$ cat config.mk
export PLATFORM = sky130hd
export DESIGN_NAME = video_timing
export DESIGN_NICKNAME = d
export VERILOG_FILES = /design/src/rtl/zx_video_pkg.sv /design/src/rtl/video_timing.sv
export SDC_FILE = /design/constraint.sdc
export NUM_CORES = 1
export LEC_CHECK = 0
export ABC_AREA = 1
export BUFFER_PORTS_ARGS = -buffer_cell sky130_fd_sc_hd__buf_2
export CAP_MARGIN = 30
export CORE_MARGIN = 10
export CORE_UTILIZATION = 50
export DETAILED_ROUTE_END_ITERATION = 6
export PLACE_DENSITY = 0.83
export SLEW_MARGIN = 5
export SYNTH_ARGS = -nofsm -noshare
export SYNTH_HDL_FRONTEND = slang
export SYNTH_SLANG_ARGS = --single-unit
export TNS_END_PERCENT = 10
$ cat constraint.sdc
create_clock -name clock -period 2.2 [get_ports clock]
set_input_delay 0.22 -clock clock [delete_from_list [all_inputs] [get_ports clock]]
set_output_delay 0.22 -clock clock [all_outputs]
set_load 0.01 [all_outputs]
$ cat src/rtl/zx_video_pkg.sv
// Shared ZX raster constants and per-model lookup helpers for video_timing.
package zx_video_pkg;

    typedef enum logic {
        MODEL_48K  = 1'b0,
        MODEL_128K = 1'b1
    } model_t;

    // Raster geometry in pixel-enable units (two pixels per T-state).
    localparam logic [8:0] LINE_48K   = 9'd448;
    localparam logic [8:0] LINE_128K  = 9'd456;
    localparam logic [8:0] FRAME_48K  = 9'd312;
    localparam logic [8:0] FRAME_128K = 9'd311;

    // Interrupt start column on the interrupt line.
    localparam logic [8:0] INT_H_48K  = 9'd0;
    localparam logic [8:0] INT_H_128K = 9'd4;
    localparam logic [8:0] INT_LINE   = 9'd248;

    // Bitmap area and blanking limits (end values are exclusive).
    localparam logic [8:0] DISP_H_END    = 9'd256;
    localparam logic [8:0] DISP_V_END    = 9'd192;
    localparam logic [8:0] BLANK_H_START = 9'd320;
    localparam logic [8:0] BLANK_H_END   = 9'd416;
    localparam logic [8:0] BLANK_V_START = 9'd248;
    localparam logic [8:0] BLANK_V_END   = 9'd256;

    // Contention window: 12 of every 16 pixels, phase-shifted for the 128K.
    localparam logic [3:0] CONT_OFS_48K  = 4'd0;
    localparam logic [3:0] CONT_OFS_128K = 4'd2;
    localparam logic [3:0] CONT_LIMIT    = 4'd12;

    function automatic logic [8:0] line_last(input model_t m);
        return (m == MODEL_128K) ? (LINE_128K - 9'd1) : (LINE_48K - 9'd1);
    endfunction

    function automatic logic [8:0] frame_last(input model_t m);
        return (m == MODEL_128K) ? (FRAME_128K - 9'd1) : (FRAME_48K - 9'd1);
    endfunction

    function automatic logic [8:0] int_hpos(input model_t m);
        return (m == MODEL_128K) ? INT_H_128K : INT_H_48K;
    endfunction

    function automatic logic [3:0] cont_offset(input model_t m);
        return (m == MODEL_128K) ? CONT_OFS_128K : CONT_OFS_48K;
    endfunction

endpackage

$ cat src/rtl/video_timing.sv
// ZX raster timing generator driven by the 7 MHz pixel enable.
// Produces h/v counters, sync, blanking, bitmap window, frame interrupt
// and, when CONTENTION_EN is defined, the CPU contention request.
// Every output is registered in the same cycle as the counters, so the
// decoded flags always describe the hcount/vcount presented alongside them.
// The machine model is latched only at the frame wrap.
module video_timing
    import zx_video_pkg::*;
#(
    parameter int HS_START = 344,
    parameter int HS_LEN   = 32,
    parameter int VS_START = 248,
    parameter int VS_LEN   = 4,
    parameter int INT_LEN  = 64
) (
    input  logic       clock,
    input  logic       reset,
    input  logic       ce,
    input  logic       model,
    output logic [8:0] hcount,
    output logic [8:0] vcount,
    output logic       hsync,
    output logic       vsync,
    output logic       blank,
    output logic       display,
    output logic       irq,
    output logic       contend
);

    localparam logic [9:0] HS_LO = 10'(HS_START);
    localparam logic [9:0] HS_HI = 10'(HS_START + HS_LEN);
    localparam logic [9:0] VS_LO = 10'(VS_START);
    localparam logic [9:0] VS_HI = 10'(VS_START + VS_LEN);
    localparam logic [9:0] IRQ_W = 10'(INT_LEN);

    model_t     model_q;
    model_t     model_n;
    logic [8:0] hcount_n;
    logic [8:0] vcount_n;
    logic       hsync_n;
    logic       vsync_n;
    logic       blank_n;
    logic       display_n;
    logic       irq_n;
    logic       contend_n;
    logic [9:0] h_ext;
    logic [9:0] v_ext;
    logic [9:0] irq_lo;

    // Next raster position; the model latch only moves on the frame wrap.
    always_comb begin
        hcount_n = hcount + 9'd1;
        vcount_n = vcount;
        model_n  = model_q;
        if (hcount == line_last(model_q)) begin
            hcount_n = 9'd0;
            if (vcount == frame_last(model_q)) begin
                vcount_n = 9'd0;
                model_n  = model_t'(model);
            end else begin
                vcount_n = vcount + 9'd1;
            end
        end
    end

    // Decode flags from the next position so they register alongside it.
    always_comb begin
        h_ext     = {1'b0, hcount_n};
        v_ext     = {1'b0, vcount_n};
        irq_lo    = {1'b0, int_hpos(model_n)};
        hsync_n   = (h_ext >= HS_LO) && (h_ext < HS_HI);
        vsync_n   = (v_ext >= VS_LO) && (v_ext < VS_HI);
        blank_n   = ((hcount_n >= BLANK_H_START) && (hcount_n < BLANK_H_END)) ||
                    ((vcount_n >= BLANK_V_START) && (vcount_n < BLANK_V_END));
        display_n = (hcount_n < DISP_H_END) && (vcount_n < DISP_V_END);
        irq_n     = (vcount_n == INT_LINE) && (h_ext >= irq_lo) &&
                    (h_ext < (irq_lo + IRQ_W));
    end

`ifdef CONTENTION_EN
    logic [3:0] cont_phase;

    // Contention: the first 12 pixels of each 16-pixel fetch group inside the bitmap.
    always_comb begin
        cont_phase = hcount_n[3:0] + cont_offset(model_n);
        contend_n  = display_n && (cont_phase < CONT_LIMIT);
    end
`else
    assign contend_n = 1'b0;
`endif

    // Register counters, model latch and all flags together; ce=0 holds them.
    always_ff @(posedge clock) begin
        if (reset) begin
            hcount  <= 9'd0;
            vcount  <= 9'd0;
            model_q <= MODEL_48K;
            hsync   <= 1'b0;
            vsync   <= 1'b0;
            blank   <= 1'b0;
            display <= 1'b0;
            irq     <= 1'b0;
            contend <= 1'b0;
        end else if (ce) begin
            hcount  <= hcount_n;
            vcount  <= vcount_n;
            model_q <= model_n;
            hsync   <= hsync_n;
            vsync   <= vsync_n;
            blank   <= blank_n;
            display <= display_n;
            irq     <= irq_n;
            contend <= contend_n;
        end
    end

endmodule

Word level (Yosys, flattened, before mapping)
Cells that the tools add are included.

Bits in registers: 24. Bits of input ports: 4. Output and inout bits: 24. Word-level logic and storage cells: 42.

$add $sub $neg: 3. Order comparisons: 12. Equality and inequality tests: 3. Mux-type cells: 8. Reductions and logical operators: 8.

Operators with widths (number): 9-bit < comparator, second input constant (4); 9-bit two-way mux (3); 9-bit by 1-bit adder with 9-bit output, second input constant (2); 9-bit equality test (2); 9-bit by 8-bit greater-or-equal comparator with 1-bit output, second input constant (2); 9-bit greater-or-equal comparator, second input constant (2); 9-bit by 8-bit < comparator with 1-bit output, second input constant (2); 9-bit by 8-bit equality test with 1-bit output, second input constant (1); 9-bit by 3-bit greater-or-equal comparator with 1-bit output (1); 9-bit by 8-bit < comparator with 1-bit output (1); 3-bit by 7-bit adder with 8-bit output, second input constant (1); 1-bit logical AND (7); 7-bit two-way mux (1); 1-bit two-way mux (3); 3-bit two-way mux (1); 1-bit logical OR (1).

Depth between registers and ports, before layout
Gate-level depths: netlist of run 1.

Word-level depth: 8. Depth in mapped cells: 18. Gate-level depth less buffers: 18.

Worst setup path after synthesis of run 1
OpenSTA, ideal clock, no wires.

Kind: register to register. Start point: reg hcount[0]. End point: reg irq. Library setup time: 68 ps. Arrival: 2127 ps. Data required time: 2132 ps. Slack: 5 ps. Cell stages (with the launch flop): 18. Path buffers: 0. Period minus slack after synthesis: 2195 ps. Cells stage by stage: dfxtp_1 > ha_1 > nand2_1 > nor3_4 > nand2_2 > nor2_4 > nand2_1 > nor2_1 > a21oi_1 > ha_1 > inv_1 > nor2_1 > nand2_1 > nand4_1 > nand2_1 > nor2_1 > nand2_1 > a21oi_2.

Longest elaborated chain between the ends: 6. Elaborated cells between the ends (all ways): 12. Those cells by class: add/sub (2); order compare (2); eq/ne (2); mux (4); reduce/logical (2).

RTL lines: from (decl) (RTL line video_timing.sv:20) `output logic [8:0] hcount,`; from (signal assigned) (RTL line video_timing.sv:105) `hcount <= hcount_n;`; 9-bit equality test (*) (RTL line video_timing.sv:55) `if (hcount == line_last(model_q)) begin`; 1-bit two-way mux (*) (RTL line video_timing.sv:55); net model_n (RTL line video_timing.sv:37) `model_t model_n;`; 3-bit two-way mux (*) (RTL line zx_video_pkg.sv:42) `return (m == MODEL_128K) ? INT_H_128K : INT_H_48K;`; 3-bit by 7-bit adder with 8-bit output or 9-bit by 3-bit greater-or-equal comparator with 1-bit output (tied branches) (RTL line video_timing.sv:77, video_timing.sv:76); 9-bit by 8-bit < comparator with 1-bit output or 1-bit logical AND (tied branches) (RTL line video_timing.sv:77, video_timing.sv:76); 1-bit logical AND (*) (RTL line video_timing.sv:76) `irq_n = (vcount_n == INT_LINE) && (h_ext >= irq_lo) &&`; to (signal assigned) (RTL line video_timing.sv:112) `irq <= irq_n;`; to (decl) (RTL line video_timing.sv:26) `output logic irq,`.

The timed path passes the listed nets; every way through them passes the cells marked *. A chain may end at the register's enable or synchronous reset.

Final worst setup path of run 1
Start point: reg hcount[1]. End point: reg irq.

Same word-level chain as after synthesis.

==> impl_metrics.tcl, run 1 <==
set metrics [dict create \
    path_clk_slew_ns 0.14 \
    mapped_nets 272 \
    setup-tns-final_ns 0 \
    netlist_top_cells_area "sky130_fd_sc_hd__dfxtp_1 29%, sky130_fd_sc_hd__nand2_1 17%, sky130_fd_sc_hd__inv_1 8.0%, sky130_fd_sc_hd__nor2_1 7.1%, sky130_fd_sc_hd__o21ai_0 6.7%" \
    drv_cap 0 \
    cp_slowest_cell "sky130_fd_sc_hd__dfxtp_2" \
    timing.final.hold_violations 0 \
    synth_async_sr_flop_share_pct 0 \
    drc 0 \
    power.switching_mw 0.299 \
    p_int_mw 0.606 \
    antenna_left 0 \
    max_freq_mhz 457 \
    holdBufCountCts 0 \
    layout-area-overhead-vs-synth_pct 15.8 \
    synth_warnings 0 \
    number_of_cts_inserted_buffers 3 \
    final_layout_size_suffix_gt1_share_pct 21.5 \
    route.detailed.vias_per_inst 5.10 \
    post_layout_nonfiller_instances 337 \
    switching_part_of_the_total_power_pct 33.1 \
    max-clock-path-buffers 2 \
    nFillCells 307 \
    drt_pre_antenna_iters 4 \
    ys.flop_type "sky130_fd_sc_hd__dfxtp_1" \
    gp_routability_congestion 0.957 \
    final_max_slew_viol_count 0 \
    clock_tree.root_cell "sky130_fd_sc_hd__clkbuf_4" \
    dr_total_vias 1718 \
    power.share.combinational_pct 23.5 \
    initial_utilization_pct 52.7 \
    fin_crit_ns 2.19 \
    clock_power_share_pct 22.2 \
    ys_seq_area_share_pct 29.4 \
    post-synth-top-area-fraction_pct 29.4 \
    synth.ff_latch_count 24 \
    gr-usage-all-layers_pct 13.7 \
    placeable_area_um2 3100 \
    clock_insertion_delay_worst_skew_ns 0.32 \
    number_of_synthesized_flops_with_an_enable_pin 0 \
    power.sequential.fraction_pct 54.3 \
    clock_sinks 24 \
    global_route.overflow_total 0 \
    timing.critical_path.mode_cell "sky130_fd_sc_hd__nand2_1" \
    timing_worst_setup_path_type "flop to flop" \
    netlist-cell-type-count 31 \
    yosys.cell_count.top_type "sky130_fd_sc_hd__nand2_1" \
    first_global_vias 1577 \
    cts_max_level 1 \
    startpoint_type "flop" \
    fin_crit_sh_pct 99.4 \
    multiInputGateArea_um2 995 \
    drt-wirelength-per-cell_um 12.3 \
    critPathMaxStageDelay_ns 0.37 \
    cp_cell_sequence "ha_4 -> nand2_4 -> nor3_4 -> nand2_2 -> nor2_4 -> nand2_2 -> nor2_2 -> a21oi_2 -> ha_1 -> inv_1 -> nor2_1 -> nand2_1 -> nand4_1 -> nand2_1 -> nor2_1 -> nand2_1 -> a21oi_2" \
    run_status "completed" \
    netlist_instances 264 \
    min_path_type "input pin to flop" \
    total_die_area_um2 5950 \
    grt_first_pass_wirelength_mm 7.07 \
    endpoint_kind "flop" \
    syn_area_um2 1630 \
    cellLeakagePower_nw 0.971 \
    cp_data_arrival_time_ns 2.45 \
    die-height_um 77.2 \
    required_ns 2.46 \
    dp_hpwl_mm 3.19 \
    maximum_number_of_pins_on_one_net_before_global_route_repair 19 \
    diodes 0 \
    setup-violations-final 0 \
    dr.first_iter.drc_count 148 \
    io-pin-count 28 \
    reg2reg_setup_slack_ns 0.01 \
    yosys.area.top_type "sky130_fd_sc_hd__dfxtp_1" \
    dieWidth_um 77.2 \
    tritoncts_clock_tree "done" \
    finish.net_count 303 \
    dpl.cell_count 333 \
    critical_path_fanouts_max 3 \
    seqCellArea_um2 483 \
    initial_antenna_violation_count 0 \
    placement_rows 20 \
    cellPowerDensity_nw_per_um2 478 \
    synth.cells.most_frequent "74 x sky130_fd_sc_hd__nand2_1, 35 x sky130_fd_sc_hd__inv_1, 31 x sky130_fd_sc_hd__nor2_1" \
    synth_area_per_cell_um2 6.19 \
    rsz0062_at_grt "yes" \
    numPortBuffers 26 \
    finClkSkew_ns 0.00743 \
    overall_power_mw 0.905 \
    finalWirelength_mm 4.15 \
    vdd_drop_max_v 0.000337 \
]
==> kinds of logic (layout without fill, tap and decap cells) <==
group	count (synthesis)	count (layout)	synth area share (%)
compound gates	48	48	16.4
xor+xnor	6	6	3.22
fa+ha+maj	4	4	3.06
buf+inv	47	76	11.5
flops	24	24	29.4
other cells	1	1	0.229
simple gates	134	134	36.2
==> worst paths after layout <==
check,from,endpoint,cells after the start
setup / recovery,hcount[1],irq,17
hold reg to reg,display,display,2
hold / removal,reset,vsync,2
setup reg to reg,hcount[1],irq,17
==> placed cells by master (no fill, tap or decap), types with 4 or more instances in the layout <==
cell type / Yosys / final
sky130_fd_sc_hd__dfxtp_1: 24 / 22
sky130_fd_sc_hd__nand3_1: 13 / 13
sky130_fd_sc_hd__nand2_1: 74 / 72
sky130_fd_sc_hd__buf_4: 1 / 8
sky130_fd_sc_hd__xor2_1: 5 / 5
sky130_fd_sc_hd__buf_2: 0 / 26
sky130_fd_sc_hd__o21ai_0: 22 / 22
sky130_fd_sc_hd__nor2_2: 3 / 4
sky130_fd_sc_hd__nor2_1: 31 / 30
sky130_fd_sc_hd__inv_1: 35 / 35
sky130_fd_sc_hd__nand2_2: 5 / 6
sky130_fd_sc_hd__a21oi_1: 18 / 17
==> registers in the layout (all words and copies together) (netlist names) <==
register / cells
vsync: 1
irq: 1
display: 1
vcount: 9
model_q: 1
hcount: 9
blank: 1
hsync: 1
==> worst max-delay path, delay by kind of cell (launching register included) <==
kind                     cells  cell delay, ns
AO/OA/AOI/OAI                2            0.15
adder cells (fa/ha/maj)      2            0.43
buffers and inverters        1            0.03
flip-flops                   1            0.37
AND/OR/NAND/NOR             12            1.14
==> what timing repair did <==
action,in CTS,in global routing
setup buffers,0,1
endpoints found under the setup margin,0,3
gates resized for setup,0,9
==> final cells by class <==
cell class / count / share of cell area, %
multi-input combinational: 193 / 52.6
sequential: 24 / 25.5
timing repair buffer: 34 / 10.1
inverter: 39 / 7.74
tap: 44 / 2.91
clock buffer: 3 / 1.19
==> per-layer routing <==
layer  up-vias  wire length [µm]  GRT usage (%)
li1        885                 -              -
met1       768              1920           17.8
met2        56              1820           21.7
met3         9               300           3.15
met4         0               102           4.74
met5         -                 0              0
==> power by group through the flow <==
stage	Sequential [mW]	Clock [mW]	Combinational, mW
detailed placement	0.498	0	0.209
finish	0.491	0.201	0.213
floorplan	0.510	0	0.126
CTS	0.488	0.205	0.210
global placement	0.497	0	0.205
global route	0.496	0.220	0.243
==> through the flow <==
stage                     util, %  hold slack [ns]  setup slack (ns)  area, µm²
final                        61.0            0.218            0.0135       1890
after floorplan                 -            0.376           0.00517       1630
after detailed placement     59.0            0.465            0.0453       1830
after CTS                    59.7            0.212            0.0206       1850
after global placement       59.0            0.453             0.143       1830
after global routing         61.0            0.225            -0.160       1890
No activity file was read; power rests on OpenSTA's default activity.
==> run 2: changes to the inputs <==
--- a/config.mk
+++ b/config.mk
@@ -12,6 +12,7 @@
 export CORE_UTILIZATION = 50
 export DETAILED_ROUTE_END_ITERATION = 6
 export PLACE_DENSITY = 0.83
+export REMOVE_ABC_BUFFERS = 1
 export SLEW_MARGIN = 5
 export SYNTH_ARGS = -nofsm -noshare
 export SYNTH_HDL_FRONTEND = slang
==> run 2 against run 1 <==
  * Critical path depth did not move
  * Worst hold slack got worse by 0.0063 ns
  * Combinational power barely moved
  * Via count fell by 0.52%
  * Sequential power barely moved
==> impl_metrics.tcl, run 2 (synthesis results as in run 1) <==
set metrics [dict create \
    path_clk_slew_ns 0.14 \
    final_max_slew_viol_count 0 \
    numPortBuffers 26 \
    clock_power_share_pct 25.8 \
    top_regs "hcount (9), vcount (9)" \
    fin_crit_ns 2.16 \
    layout_common_cells "72 x sky130_fd_sc_hd__nand2_1, 35 x sky130_fd_sc_hd__inv_1, 30 x sky130_fd_sc_hd__nor2_1" \
    dpl.cell_count 332 \
    initial_antenna_violation_count 0 \
    dp_hpwl_mm 3.11 \
    total_die_area_um2 5950 \
    p_int_mw 0.641 \
    placeable_area_um2 3100 \
    layout-area-overhead-vs-synth_pct 15.9 \
    post_layout_nonfiller_instances 336 \
    first_global_vias 1611 \
    power.sequential.fraction_pct 52.0 \
    power.switching_mw 0.305 \
    switching_part_of_the_total_power_pct 32.2 \
    cts_max_level 1 \
    finClkSkew_ns 0.00420 \
    gp_routability_congestion 0.930 \
    startpoint_type "flop" \
    post-route-util_pct 61.0 \
    final_layout_size_suffix_gt1_share_pct 21.9 \
    number_of_cts_inserted_buffers 3 \
    placement_rows 20 \
    postCtsResizedCells 0 \
    dieWidth_um 77.2 \
    cellPowerDensity_nw_per_um2 499 \
    power.share.combinational_pct 22.2 \
    endpoint_kind "flop" \
    finish.net_count 301 \
    clock_sinks 24 \
    postCtsSetupRepairBufs 0 \
    timing_worst_setup_path_type "flop to flop" \
    required_ns 2.47 \
    grt_first_pass_wirelength_mm 7.04 \
    initial_utilization_pct 52.7 \
    gr-usage-all-layers_pct 13.7 \
    drc 0 \
    timing.final.hold_violations 0 \
    run_status "completed" \
    clock_insertion_delay_worst_skew_ns 0.32 \
    finalWirelength_mm 4.07 \
    drt_pre_antenna_iters 4 \
    holdBufCountCts 0 \
    antenna_left 0 \
    cellLeakagePower_nw 0.969 \
    rsz0062_at_grt "yes" \
    critical_path_fanouts_max 3 \
    diodes 0 \
    dr_total_vias 1709 \
    clock_tree.root_cell "sky130_fd_sc_hd__clkbuf_4" \
    dr.first_iter.drc_count 144 \
    setup-violations-final 0 \
    vdd_drop_max_v 0.000309 \
    fin_crit_sh_pct 98.2 \
    drv_cap 0 \
    postLayoutCellArea_um2 1890 \
    setup-tns-final_ns 0 \
    postPlaceCellArea_um2 1820 \
    global_route.overflow_total 0 \
    layout.cells.most_common "sky130_fd_sc_hd__nand2_1" \
    die-height_um 77.2 \
    tritoncts_clock_tree "done" \
    max-clock-path-buffers 2 \
    route.detailed.vias_per_inst 5.09 \
    max_freq_mhz 463 \
    min_path_type "input pin to flop" \
    maximum_number_of_pins_on_one_net_before_global_route_repair 19 \
    drt-wirelength-per-cell_um 12.1 \
    io-pin-count 28 \
    cp_data_arrival_time_ns 2.43 \
]
## run 2: final cells by class
type	count	area (µm²)
Fill cell	326	1210
Multi-Input combinational cell	193	995
Sequential cell	24	485
Timing Repair Buffer	32	175
Inverter	39	146
Tap cell	44	55.1
Clock buffer	4	36.3
## run 2: worst max-delay path, cell delays in order (launching register included)
cell	delay (ns)
sky130_fd_sc_hd__dfxtp_2	0.38
sky130_fd_sc_hd__ha_4	0.16
sky130_fd_sc_hd__nand2_4	0.06
sky130_fd_sc_hd__nor3_4	0.22
sky130_fd_sc_hd__nand2_2	0.10
sky130_fd_sc_hd__nor2_4	0.10
sky130_fd_sc_hd__nand2_2	0.07
sky130_fd_sc_hd__nor2_2	0.12
sky130_fd_sc_hd__a21oi_2	0.05
sky130_fd_sc_hd__ha_1	0.27
sky130_fd_sc_hd__inv_1	0.04
sky130_fd_sc_hd__nor2_1	0.07
sky130_fd_sc_hd__nand2_1	0.06
sky130_fd_sc_hd__nand4_1	0.09
sky130_fd_sc_hd__nand2_1	0.05
sky130_fd_sc_hd__nor2_1	0.09
sky130_fd_sc_hd__nand2_1	0.07
sky130_fd_sc_hd__a21oi_2	0.10
## run 2: metal layers
metal | global-route usage (%) | wire length [µm]
met4 | 4.01 | 29
met5 | 0 | 0
met3 | 3.03 | 209
met2 | 22.4 | 1940
met1 | 17.3 | 1880
## run 2: path summary, 6_finish.rpt
check             from      end  slack, ns  depth (start not counted)
min              reset      irq       0.21                          2
max reg2reg  hcount[1]      irq       0.04                         17
min reg2reg    display  display       0.47                          2
max          hcount[1]      irq       0.04                         17
## run 2: per-stage QoR
step	power, mW	setup WS, ns	hold WS, ns
after global placement	0.701	0.150	0.452
final	0.946	0.0402	0.212
after global routing	1.01	-0.145	0.207
after detailed placement	0.705	0.0518	0.456
after floorplan	0.626	0.00578	0.282
after CTS	0.949	0.0176	0.206
## run 2: power groups by stage
stage / sequential, mW / combinational, mW / clock, mW
finish: 0.492 / 0.210 / 0.244
global route: 0.498 / 0.239 / 0.270
CTS: 0.489 / 0.207 / 0.253
detailed placement: 0.499 / 0.207 / 0
global placement: 0.497 / 0.203 / 0
floorplan: 0.510 / 0.116 / 0
